--- src/rtl/ddr5_phy_pkg.sv ---
// Shared types and helpers for the DDR5 PHY phase serializer slice.
package ddr5_phy_pkg;

    localparam int DFI_ADDR_W = 14;

    typedef logic [2:0] phase_idx_t;

    typedef enum logic [1:0] {
        RATIO_1_1 = 2'b00,
        RATIO_1_2 = 2'b01,
        RATIO_1_4 = 2'b10,
        RATIO_1_8 = 2'b11
    } freq_ratio_e;

    // Number of DFI phases carried per frame for a given ratio code.
    function automatic logic [3:0] ratio_to_nph(input freq_ratio_e ratio);
        logic [3:0] nph;
        case (ratio)
            RATIO_1_1: nph = 4'd1;
            RATIO_1_2: nph = 4'd2;
            RATIO_1_4: nph = 4'd4;
            RATIO_1_8: nph = 4'd8;
            default:   nph = 4'd1;
        endcase
        return nph;
    endfunction

endpackage

--- src/rtl/ddr5_phy_phase_serializer_if.sv ---
// DFI-side frame bus and serialized PHY-side outputs of the phase serializer.
interface ddr5_phy_phase_serializer_if #(
    parameter int pMAX_PHASES = 4,
    parameter int pNUM_RANK   = 2,
    parameter int pDRAM_SIZE  = 4
) ();

    // Frame inputs (phase p at [p*W +: W])
    logic                                          enable_i;
    logic [1:0]                                    dfi_freq_ratio_i;
    logic [pMAX_PHASES*pNUM_RANK-1:0]              dfi_cs_n_i;
    logic [pMAX_PHASES*pNUM_RANK-1:0]              dfi_reset_n_i;
    logic [pMAX_PHASES*ddr5_phy_pkg::DFI_ADDR_W-1:0] dfi_address_i;
    logic [pMAX_PHASES-1:0]                        dfi_wrdata_en_i;
    logic [pMAX_PHASES*2*pDRAM_SIZE-1:0]           dfi_wrdata_i;
    logic [pMAX_PHASES*(pDRAM_SIZE/4)-1:0]         dfi_wrdata_mask_i;

    // Serialized outputs and status
    logic                                          frame_ack_o;
    ddr5_phy_pkg::phase_idx_t                      phase_o;
    logic                                          ratio_err_o;
    logic [pNUM_RANK-1:0]                          dfi_cs_n_o;
    logic [pNUM_RANK-1:0]                          dfi_reset_n_o;
    logic [ddr5_phy_pkg::DFI_ADDR_W-1:0]           dfi_address_o;
    logic                                          dfi_wrdata_en_o;
    logic [2*pDRAM_SIZE-1:0]                       dfi_wrdata_o;
    logic [(pDRAM_SIZE/4)-1:0]                     dfi_wrdata_mask_o;

    modport master (
        output enable_i, dfi_freq_ratio_i, dfi_cs_n_i, dfi_reset_n_i,
               dfi_address_i, dfi_wrdata_en_i, dfi_wrdata_i, dfi_wrdata_mask_i,
        input  frame_ack_o, phase_o, ratio_err_o, dfi_cs_n_o, dfi_reset_n_o,
               dfi_address_o, dfi_wrdata_en_o, dfi_wrdata_o, dfi_wrdata_mask_o
    );

    modport slave (
        input  enable_i, dfi_freq_ratio_i, dfi_cs_n_i, dfi_reset_n_i,
               dfi_address_i, dfi_wrdata_en_i, dfi_wrdata_i, dfi_wrdata_mask_i,
        output frame_ack_o, phase_o, ratio_err_o, dfi_cs_n_o, dfi_reset_n_o,
               dfi_address_o, dfi_wrdata_en_o, dfi_wrdata_o, dfi_wrdata_mask_o
    );

endinterface

--- src/rtl/ddr5_phy_phase_counter.sv ---
// Phase counter: frame sequencing, ratio latch, legality check and status flags.
module ddr5_phy_phase_counter
    import ddr5_phy_pkg::*;
#(
    parameter int pMAX_PHASES = 4
) (
    input  logic       clk_i,
    input  logic       rst_i,
    input  logic       enable_i,
    input  logic [1:0] ratio_i,
    output phase_idx_t cnt_o,
    output logic       frame_start_o,
    output logic       frame_ack_o,
    output logic       ratio_err_o
);

    localparam logic [3:0] MAX_NPH = 4'(pMAX_PHASES);

    phase_idx_t  cnt_q, cnt_d;
    freq_ratio_e ratio_q, ratio_d;
    logic        err_q, err_d;
    logic        ack_q, ack_d;

    freq_ratio_e req_s;
    logic        legal_s;
    logic        start_s;
    logic        last_s;
    logic [3:0]  nph_s;

    // Next-state: latch legal ratio at frame start, wrap counter at the frame's last phase.
    always_comb begin
        req_s   = freq_ratio_e'(ratio_i);
        legal_s = (ratio_to_nph(req_s) <= MAX_NPH);
        start_s = enable_i && (cnt_q == 3'd0);
        ratio_d = ratio_q;
        err_d   = err_q;
        if (start_s) begin
            if (legal_s) begin
                ratio_d = req_s;
            end else begin
                err_d = 1'b1;
            end
        end else begin
            ratio_d = ratio_q;
        end
        // ratio_d is the ratio governing the frame in progress (mid-frame it equals ratio_q)
        nph_s  = ratio_to_nph(ratio_d);
        last_s = ({1'b0, cnt_q} == (nph_s - 4'd1));
        if (!enable_i) begin
            cnt_d = 3'd0;
        end else if (last_s) begin
            cnt_d = 3'd0;
        end else begin
            cnt_d = cnt_q + 3'd1;
        end
        ack_d = start_s;
    end

    // Sequencing state with asynchronous active-low reset.
    always_ff @(posedge clk_i or negedge rst_i) begin
        if (!rst_i) begin
            cnt_q   <= 3'd0;
            ratio_q <= RATIO_1_1;
            err_q   <= 1'b0;
            ack_q   <= 1'b0;
        end else begin
            cnt_q   <= cnt_d;
            ratio_q <= ratio_d;
            err_q   <= err_d;
            ack_q   <= ack_d;
        end
    end

    assign cnt_o         = cnt_q;
    assign frame_start_o = start_s;
    assign frame_ack_o   = ack_q;
    assign ratio_err_o   = err_q;

endmodule

--- src/rtl/ddr5_phy_phase_serializer.sv ---
// DDR5 PHY write-path phase serializer: captures a DFI frame and replays one phase per clock.
module ddr5_phy_phase_serializer
    import ddr5_phy_pkg::*;
#(
    parameter int pMAX_PHASES = 4,
    parameter int pNUM_RANK   = 2,
    parameter int pDRAM_SIZE  = 4
) (
    input  logic                          clk_i,
    input  logic                          rst_i,
    ddr5_phy_phase_serializer_if.slave    dfi
);

    localparam int CS_W = pNUM_RANK;
    localparam int A_W  = DFI_ADDR_W;
    localparam int DQ_W = 2 * pDRAM_SIZE;
    localparam int DM_W = pDRAM_SIZE / 4;

    phase_idx_t cnt_s;
    logic       start_s;

    // Frame buffer, one packed slot per phase
    logic [pMAX_PHASES*CS_W-1:0] cs_buf_q, cs_buf_d;
    logic [pMAX_PHASES*CS_W-1:0] rn_buf_q, rn_buf_d;
    logic [pMAX_PHASES*A_W-1:0]  a_buf_q,  a_buf_d;
    logic [pMAX_PHASES-1:0]      en_buf_q, en_buf_d;
    logic [pMAX_PHASES*DQ_W-1:0] dq_buf_q, dq_buf_d;
    logic [pMAX_PHASES*DM_W-1:0] dm_buf_q, dm_buf_d;

    // Buffered phase selected by the counter
    logic [CS_W-1:0] cs_sel_s, rn_sel_s;
    logic [A_W-1:0]  a_sel_s;
    logic            en_sel_s;
    logic [DQ_W-1:0] dq_sel_s;
    logic [DM_W-1:0] dm_sel_s;

    // Output registers
    logic [CS_W-1:0] cs_q, cs_d, rn_q, rn_d;
    logic [A_W-1:0]  a_q, a_d;
    logic            en_q, en_d;
    logic [DQ_W-1:0] dq_q, dq_d;
    logic [DM_W-1:0] dm_q, dm_d;
    phase_idx_t      phase_q, phase_d;

    ddr5_phy_phase_counter #(
        .pMAX_PHASES(pMAX_PHASES)
    ) u_counter (
        .clk_i         (clk_i),
        .rst_i         (rst_i),
        .enable_i      (dfi.enable_i),
        .ratio_i       (dfi.dfi_freq_ratio_i),
        .cnt_o         (cnt_s),
        .frame_start_o (start_s),
        .frame_ack_o   (dfi.frame_ack_o),
        .ratio_err_o   (dfi.ratio_err_o)
    );

    // Capture the whole frame at frame start, otherwise hold.
    always_comb begin
        if (start_s) begin
            cs_buf_d = dfi.dfi_cs_n_i;
            rn_buf_d = dfi.dfi_reset_n_i;
            a_buf_d  = dfi.dfi_address_i;
            en_buf_d = dfi.dfi_wrdata_en_i;
            dq_buf_d = dfi.dfi_wrdata_i;
            dm_buf_d = dfi.dfi_wrdata_mask_i;
        end else begin
            cs_buf_d = cs_buf_q;
            rn_buf_d = rn_buf_q;
            a_buf_d  = a_buf_q;
            en_buf_d = en_buf_q;
            dq_buf_d = dq_buf_q;
            dm_buf_d = dm_buf_q;
        end
    end

    // Select the buffered phase addressed by the counter.
    always_comb begin
        cs_sel_s = cs_buf_q[CS_W-1:0];
        rn_sel_s = rn_buf_q[CS_W-1:0];
        a_sel_s  = a_buf_q[A_W-1:0];
        en_sel_s = en_buf_q[0];
        dq_sel_s = dq_buf_q[DQ_W-1:0];
        dm_sel_s = dm_buf_q[DM_W-1:0];
        for (int p = 0; p < pMAX_PHASES; p++) begin
            if (cnt_s == phase_idx_t'(p)) begin
                cs_sel_s = cs_buf_q[p*CS_W +: CS_W];
                rn_sel_s = rn_buf_q[p*CS_W +: CS_W];
                a_sel_s  = a_buf_q[p*A_W +: A_W];
                en_sel_s = en_buf_q[p];
                dq_sel_s = dq_buf_q[p*DQ_W +: DQ_W];
                dm_sel_s = dm_buf_q[p*DM_W +: DM_W];
            end else begin
                cs_sel_s = cs_sel_s;
            end
        end
    end

    // Output next-state: phase 0 straight from the inputs, later phases from the buffer.
    always_comb begin
        if (start_s) begin
            cs_d    = dfi.dfi_cs_n_i[CS_W-1:0];
            rn_d    = dfi.dfi_reset_n_i[CS_W-1:0];
            a_d     = dfi.dfi_address_i[A_W-1:0];
            en_d    = dfi.dfi_wrdata_en_i[0];
            dq_d    = dfi.dfi_wrdata_i[DQ_W-1:0];
            dm_d    = dfi.dfi_wrdata_mask_i[DM_W-1:0];
            phase_d = 3'd0;
        end else if (dfi.enable_i) begin
            cs_d    = cs_sel_s;
            rn_d    = rn_sel_s;
            a_d     = a_sel_s;
            en_d    = en_sel_s;
            dq_d    = dq_sel_s;
            dm_d    = dm_sel_s;
            phase_d = cnt_s;
        end else begin
            cs_d    = cs_q;
            rn_d    = rn_q;
            a_d     = a_q;
            en_d    = en_q;
            dq_d    = dq_q;
            dm_d    = dm_q;
            phase_d = phase_q;
        end
    end

    // Frame buffer and output registers; cs_n resets to deselected.
    always_ff @(posedge clk_i or negedge rst_i) begin
        if (!rst_i) begin
            cs_buf_q <= {(pMAX_PHASES*CS_W){1'b1}};
            rn_buf_q <= '0;
            a_buf_q  <= '0;
            en_buf_q <= '0;
            dq_buf_q <= '0;
            dm_buf_q <= '0;
            cs_q     <= {CS_W{1'b1}};
            rn_q     <= '0;
            a_q      <= '0;
            en_q     <= 1'b0;
            dq_q     <= '0;
            dm_q     <= '0;
            phase_q  <= 3'd0;
        end else begin
            cs_buf_q <= cs_buf_d;
            rn_buf_q <= rn_buf_d;
            a_buf_q  <= a_buf_d;
            en_buf_q <= en_buf_d;
            dq_buf_q <= dq_buf_d;
            dm_buf_q <= dm_buf_d;
            cs_q     <= cs_d;
            rn_q     <= rn_d;
            a_q      <= a_d;
            en_q     <= en_d;
            dq_q     <= dq_d;
            dm_q     <= dm_d;
            phase_q  <= phase_d;
        end
    end

    assign dfi.dfi_cs_n_o        = cs_q;
    assign dfi.dfi_reset_n_o     = rn_q;
    assign dfi.dfi_address_o     = a_q;
    assign dfi.dfi_wrdata_en_o   = en_q;
    assign dfi.dfi_wrdata_o      = dq_q;
    assign dfi.dfi_wrdata_mask_o = dm_q;
    assign dfi.phase_o           = phase_q;

endmodule

--- src/flat_wrapper.sv ---
// flat-port wrapper written by rule: the top's interface ports become plain ports
module ddr5_phy_phase_serializer_flat import ddr5_phy_pkg::*;
#(
    parameter int pMAX_PHASES = 4,
    parameter int pNUM_RANK   = 2,
    parameter int pDRAM_SIZE  = 4
)
  (clk_i, rst_i, dfi_enable_i, dfi_dfi_freq_ratio_i, dfi_dfi_cs_n_i, dfi_dfi_reset_n_i, dfi_dfi_address_i, dfi_dfi_wrdata_en_i, dfi_dfi_wrdata_i, dfi_dfi_wrdata_mask_i, dfi_frame_ack_o, dfi_phase_o, dfi_ratio_err_o, dfi_dfi_cs_n_o, dfi_dfi_reset_n_o, dfi_dfi_address_o, dfi_dfi_wrdata_en_o, dfi_dfi_wrdata_o, dfi_dfi_wrdata_mask_o);
  ddr5_phy_phase_serializer_if #(.pMAX_PHASES(pMAX_PHASES), .pNUM_RANK(pNUM_RANK), .pDRAM_SIZE(pDRAM_SIZE)) dfi_i ();
  input  logic clk_i;
  input  logic rst_i;
  input wire logic [$bits(dfi_i.enable_i)-1:0] dfi_enable_i;
  input wire logic [$bits(dfi_i.dfi_freq_ratio_i)-1:0] dfi_dfi_freq_ratio_i;
  input wire logic [$bits(dfi_i.dfi_cs_n_i)-1:0] dfi_dfi_cs_n_i;
  input wire logic [$bits(dfi_i.dfi_reset_n_i)-1:0] dfi_dfi_reset_n_i;
  input wire logic [$bits(dfi_i.dfi_address_i)-1:0] dfi_dfi_address_i;
  input wire logic [$bits(dfi_i.dfi_wrdata_en_i)-1:0] dfi_dfi_wrdata_en_i;
  input wire logic [$bits(dfi_i.dfi_wrdata_i)-1:0] dfi_dfi_wrdata_i;
  input wire logic [$bits(dfi_i.dfi_wrdata_mask_i)-1:0] dfi_dfi_wrdata_mask_i;
  output wire logic [$bits(dfi_i.frame_ack_o)-1:0] dfi_frame_ack_o;
  output wire logic [$bits(dfi_i.phase_o)-1:0] dfi_phase_o;
  output wire logic [$bits(dfi_i.ratio_err_o)-1:0] dfi_ratio_err_o;
  output wire logic [$bits(dfi_i.dfi_cs_n_o)-1:0] dfi_dfi_cs_n_o;
  output wire logic [$bits(dfi_i.dfi_reset_n_o)-1:0] dfi_dfi_reset_n_o;
  output wire logic [$bits(dfi_i.dfi_address_o)-1:0] dfi_dfi_address_o;
  output wire logic [$bits(dfi_i.dfi_wrdata_en_o)-1:0] dfi_dfi_wrdata_en_o;
  output wire logic [$bits(dfi_i.dfi_wrdata_o)-1:0] dfi_dfi_wrdata_o;
  output wire logic [$bits(dfi_i.dfi_wrdata_mask_o)-1:0] dfi_dfi_wrdata_mask_o;
  assign dfi_i.enable_i = dfi_enable_i;
  assign dfi_i.dfi_freq_ratio_i = dfi_dfi_freq_ratio_i;
  assign dfi_i.dfi_cs_n_i = dfi_dfi_cs_n_i;
  assign dfi_i.dfi_reset_n_i = dfi_dfi_reset_n_i;
  assign dfi_i.dfi_address_i = dfi_dfi_address_i;
  assign dfi_i.dfi_wrdata_en_i = dfi_dfi_wrdata_en_i;
  assign dfi_i.dfi_wrdata_i = dfi_dfi_wrdata_i;
  assign dfi_i.dfi_wrdata_mask_i = dfi_dfi_wrdata_mask_i;
  assign dfi_frame_ack_o = dfi_i.frame_ack_o;
  assign dfi_phase_o = dfi_i.phase_o;
  assign dfi_ratio_err_o = dfi_i.ratio_err_o;
  assign dfi_dfi_cs_n_o = dfi_i.dfi_cs_n_o;
  assign dfi_dfi_reset_n_o = dfi_i.dfi_reset_n_o;
  assign dfi_dfi_address_o = dfi_i.dfi_address_o;
  assign dfi_dfi_wrdata_en_o = dfi_i.dfi_wrdata_en_o;
  assign dfi_dfi_wrdata_o = dfi_i.dfi_wrdata_o;
  assign dfi_dfi_wrdata_mask_o = dfi_i.dfi_wrdata_mask_o;
  ddr5_phy_phase_serializer #(.pMAX_PHASES(pMAX_PHASES), .pNUM_RANK(pNUM_RANK), .pDRAM_SIZE(pDRAM_SIZE)) u_core (.clk_i(clk_i), .rst_i(rst_i), .dfi(dfi_i));
endmodule
--- config.mk ---
export PLATFORM = sky130hd
export DESIGN_NAME = ddr5_phy_phase_serializer_flat
export DESIGN_NICKNAME = d
export VERILOG_FILES = /design/src/rtl/ddr5_phy_pkg.sv /design/src/rtl/ddr5_phy_phase_serializer_if.sv /design/src/rtl/ddr5_phy_phase_counter.sv /design/src/rtl/ddr5_phy_phase_serializer.sv /design/src/flat_wrapper.sv
export SDC_FILE = /design/constraint.sdc
export NUM_CORES = 1
export LEC_CHECK = 0
export ABC_AREA = 0
export CELL_PAD_IN_SITES_DETAIL_PLACEMENT = 0
export CELL_PAD_IN_SITES_GLOBAL_PLACEMENT = 2
export CORE_MARGIN = 8
export CORE_UTILIZATION = 28
export CTS_CLUSTER_DIAMETER = 150
export CTS_CLUSTER_SIZE = 10
export DETAILED_ROUTE_END_ITERATION = 12
export GPL_ROUTABILITY_DRIVEN = 0
export PLACE_DENSITY = 0.8
export SETUP_SLACK_MARGIN = 0.1
export SKIP_CTS_REPAIR_TIMING = 1
export SLEW_MARGIN = 0
export SYNTH_ARGS = -nofsm -noshare
export SYNTH_HDL_FRONTEND = slang
export SYNTH_SLANG_ARGS = --single-unit
--- constraint.sdc ---
create_clock -name clk_i -period 1.9 [get_ports clk_i]
set_input_delay 0.475 -clock clk_i [delete_from_list [all_inputs] [get_ports clk_i]]
set_output_delay 0.475 -clock clk_i [all_outputs]
set_load 0.02 [all_outputs]
==> results.toml <==
[synthesis]
synth.net_count = 852
synthArstFlopShare_pct = 100
synthMuxAreaShare_pct = 0.461
synth-compound-area-share_pct = 16.1
syn_area_per_cell_um2 = 9.30
synth-simple-area-share_pct = 22.8
synth-seq-area-share_pct = 55.5
netlist.area_leader.share_pct = 51.6
synthAdderAreaFrac_pct = 0.921
synth_edf_count = 0
synthXorXnorAreaFrac_pct = 0
synth_ff_type = "dfrtp_1"
synth-seq-cells = 150
synth_cells = 730
yosysTopAreaCell = "dfrtp_1"
ys_types = 38
synth_area_leaders = "dfrtp_1 (52%), nand2_1 (19%), a221oi_1 (4.6%)"
syn_area_mm2 = 0.00679
synth_top_family_by_area = "simple AND/OR/NAND/NOR gates"
ys_warn_count = 0

[timing]
fin_crit_sh_pct = 96.7
min_period_ns = 1.84
tns_ns = 0
hold_viol = 0
worstMarginPinSlew_ns = 0.518
fmax_mhz = 544
rsz0062_at_grt = "true"
finClkSkew_ns = 0.00587
max-slew-margin-rel_pct = 65.4
setup_viol = 0
hold_ws_ns = 0.000326
slew_violations = 0

[min_path]
hold_class = "primary input to asynchronous set/reset pin"

[worst_setup_path]
worstPathCellList = "inv_2, ha_4, nand3b_1, buf_6, inv_8, buf_16, a221oi_4, o22ai_1"
crit_path_start_kind = "flop"
cp-end-kind = "flop"
critPathRequiredTime_ns = 2.20
crit_slowest_cell = "dfrtp_1"
worst-path-max-fanout = 14
cp_slowest_stage_delay_ns = 0.41
cpLargestDelayFamily = "buffers and inverters"
critPathKind = "flop to flop"
cp.arrival_ns = 2.13
cp.buffers_inverters = 4

[drt]
dr.max_layer_used = "met4"
vias = 6132
ant_nets = 0
met3_wirelength_um = 1360
remaining_drc_errors = 0
first_pass_iters = 5
wl_per_cell_um = 19.2
avgViaCountPerCell = 4.89
wl_met1_um = 10800
drt-total-wl_um = 24100
wl_met2_um = 11500
drt_iter0_markers = 391

[clock_network]
clock_path_buffers = 2
cts_tree = "yes"
clk_pin_slew_ns = 0.06
cts_root_buf = "clkbuf_16"
cts_buffers = 17
cts_max_level = 4
clk_latency_ns = 0.42
clock_sinks = 150

[final_layout]
diodes = 0
post-route-util_pct = 42.8
drive_gt1_share_pct = 19.0
fin_nets = 1040
postLayoutCellArea_mm2 = 0.0103
syn_to_final_growth_pct = 51.5

[run_status]
run_status = "finished clean"

[grt]
grt_pass1_wl_um = 34300
grt_pass1_vias = 6153
antenna_found_initial = 0
overflow = 0
gr-usage-all-layers_pct = 15.0
grt_max_degree = 48

[placement]
dp_hpwl_um = 14600
port_buffers = 149
place_area_mm2 = 0.00888

[die]
die_y_um = 172
io_pins = 150
dieArea_mm2 = 0.0295
coreArea_mm2 = 0.0240
start_util_pct = 28.2
rows = 57
fp.dieW_um = 172

[pwr]
p_per_area_mw_per_mm2 = 1650
peakVddDrop_v = 0.000654
leakagePower_nw = 4.93

[flow_run]
drv_cap = 0
## metrics by stage
stage,total power [mW],instances,setup WS [ns]
floorplan,9.50,730,0.115
global placement,12.3,1187,0.0267
detailed placement,12.3,1187,-0.0300
CTS,15.4,1219,-0.156
global route,18.1,1255,-0.0289
finish,16.9,1255,0.0628
## placed cells by master, fill, tap and decap left out, types with 3 or more instances in the layout
cell type / count
nand2_1: 337
dfrtp_1: 139
clkdlybuf4s50_1: 114
nor2_1: 36
buf_4: 36
a221oi_2: 35
dlymetal6s2s_1: 33
o22ai_1: 27
clkbuf_16: 26
o221ai_1: 22
a221oi_1: 18
buf_12: 11
buf_6: 10
dfstp_2: 10
clkbuf_1: 8
o221ai_2: 7
clkinv_2: 4
buf_16: 4
inv_2: 3
and4_4: 3
a221oi_4: 3
## metal layers
metal	GRT usage (%)	vias to the layer above
li1	-	2919
met1	19.3	2997
met2	24.0	189
met3	4.11	27
met4	4.57	0
met5	0	-
## where the power goes
group          internal (mW)  switching, mW  total [mW]  leakage, nW
registers               4.83           1.08        5.91         1.81
logic                   3.73           4.26        7.99         2.87
clock network           1.73           1.28        3.02        0.249
total                   10.3           6.62        16.9         4.93
## state kept, by name, summed over array words and instances, names as in the netlist
signal                        flops
u_core.dfi.dfi_wrdata_mask_o      1
u_core.dm_buf_q                   4
u_core.u_counter.cnt_o            3
u_core.dfi.phase_o                3
u_core.dfi.dfi_address_o         14
u_core.dfi.dfi_cs_n_o             2
u_core.u_counter.ratio_q          2
u_core.a_buf_q                   56
u_core.cs_buf_q                   8
u_core.u_counter.frame_ack_o      1
u_core.rn_buf_q                   8
u_core.u_counter.ratio_err_o      1
u_core.dfi.dfi_wrdata_o           8
u_core.en_buf_q                   4
u_core.dfi.dfi_wrdata_en_o        1
u_core.dfi.dfi_reset_n_o          2
u_core.dq_buf_q                  32
## kinds of logic after synthesis
kind of cell / after synthesis
flip-flops: 150
AO/OA/AOI/OAI: 120
AND/OR/NAND/NOR: 392
buffers and inverters: 60
adder cells (fa/ha/maj): 5
multiplexers: 3
## synth_stat cells (2+ instances only)
cell type,number
nand3b_1,2
nor3_1,3
nor2_1,36
a221oi_1,36
mux2i_1,2
dfstp_2,10
ha_1,5
nand4_1,2
inv_1,4
buf_2,20
dfrtp_1,140
buf_1,8
clkbuf_1,21
o22ai_1,28
buf_6,5
nand2_1,338
o221ai_1,29
a221oi_2,20
and3_1,2
## worst reg2reg max path: stages (launching register included)
cell	delay [ns]
dfrtp_1	0.41
inv_2	0.10
ha_4	0.17
nand3b_1	0.19
buf_6	0.23
inv_8	0.09
buf_16	0.16
a221oi_4	0.27
o22ai_1	0.09
## final cells by class
| cell class | instances | area, um^2 |
|---|---|---|
| flip-flops and latches | 150 | 3770 |
| fillers | 2364 | 13800 |
| well taps | 324 | 405 |
| repair buffers | 220 | 2530 |
| clock inverters | 5 | 27.5 |
| clock buffers | 27 | 483 |
| repair inverters | 1 | 11.3 |
| multi-input cells | 522 | 3020 |
| inverters | 6 | 41.3 |
## path summary, 6_finish.rpt
kind                                                      from                                       to  slack (ns)  depth (start not counted)
max                        u_core.u_counter.cnt_o[0]$_DFF_PN0_  u_core.dfi.dfi_address_o[6]$_DFFE_PN0P_        0.06                          8
min                                                      rst_i           u_core.a_buf_q[46]$_DFFE_PN0P_      0.0003                          1
max reg2reg                u_core.u_counter.cnt_o[0]$_DFF_PN0_  u_core.dfi.dfi_address_o[6]$_DFFE_PN0P_        0.06                          8
min reg2reg                     u_core.cs_buf_q[7]$_DFFE_PN1P_           u_core.cs_buf_q[7]$_DFFE_PN1P_        0.46                          2
max in group asynchronous                                rst_i           u_core.cs_buf_q[6]$_DFFE_PN1P_        1.31                          2
min in group clk_i              u_core.cs_buf_q[7]$_DFFE_PN1P_           u_core.cs_buf_q[7]$_DFFE_PN1P_        0.46                          2
No activity file was read; power rests on OpenSTA's default activity.
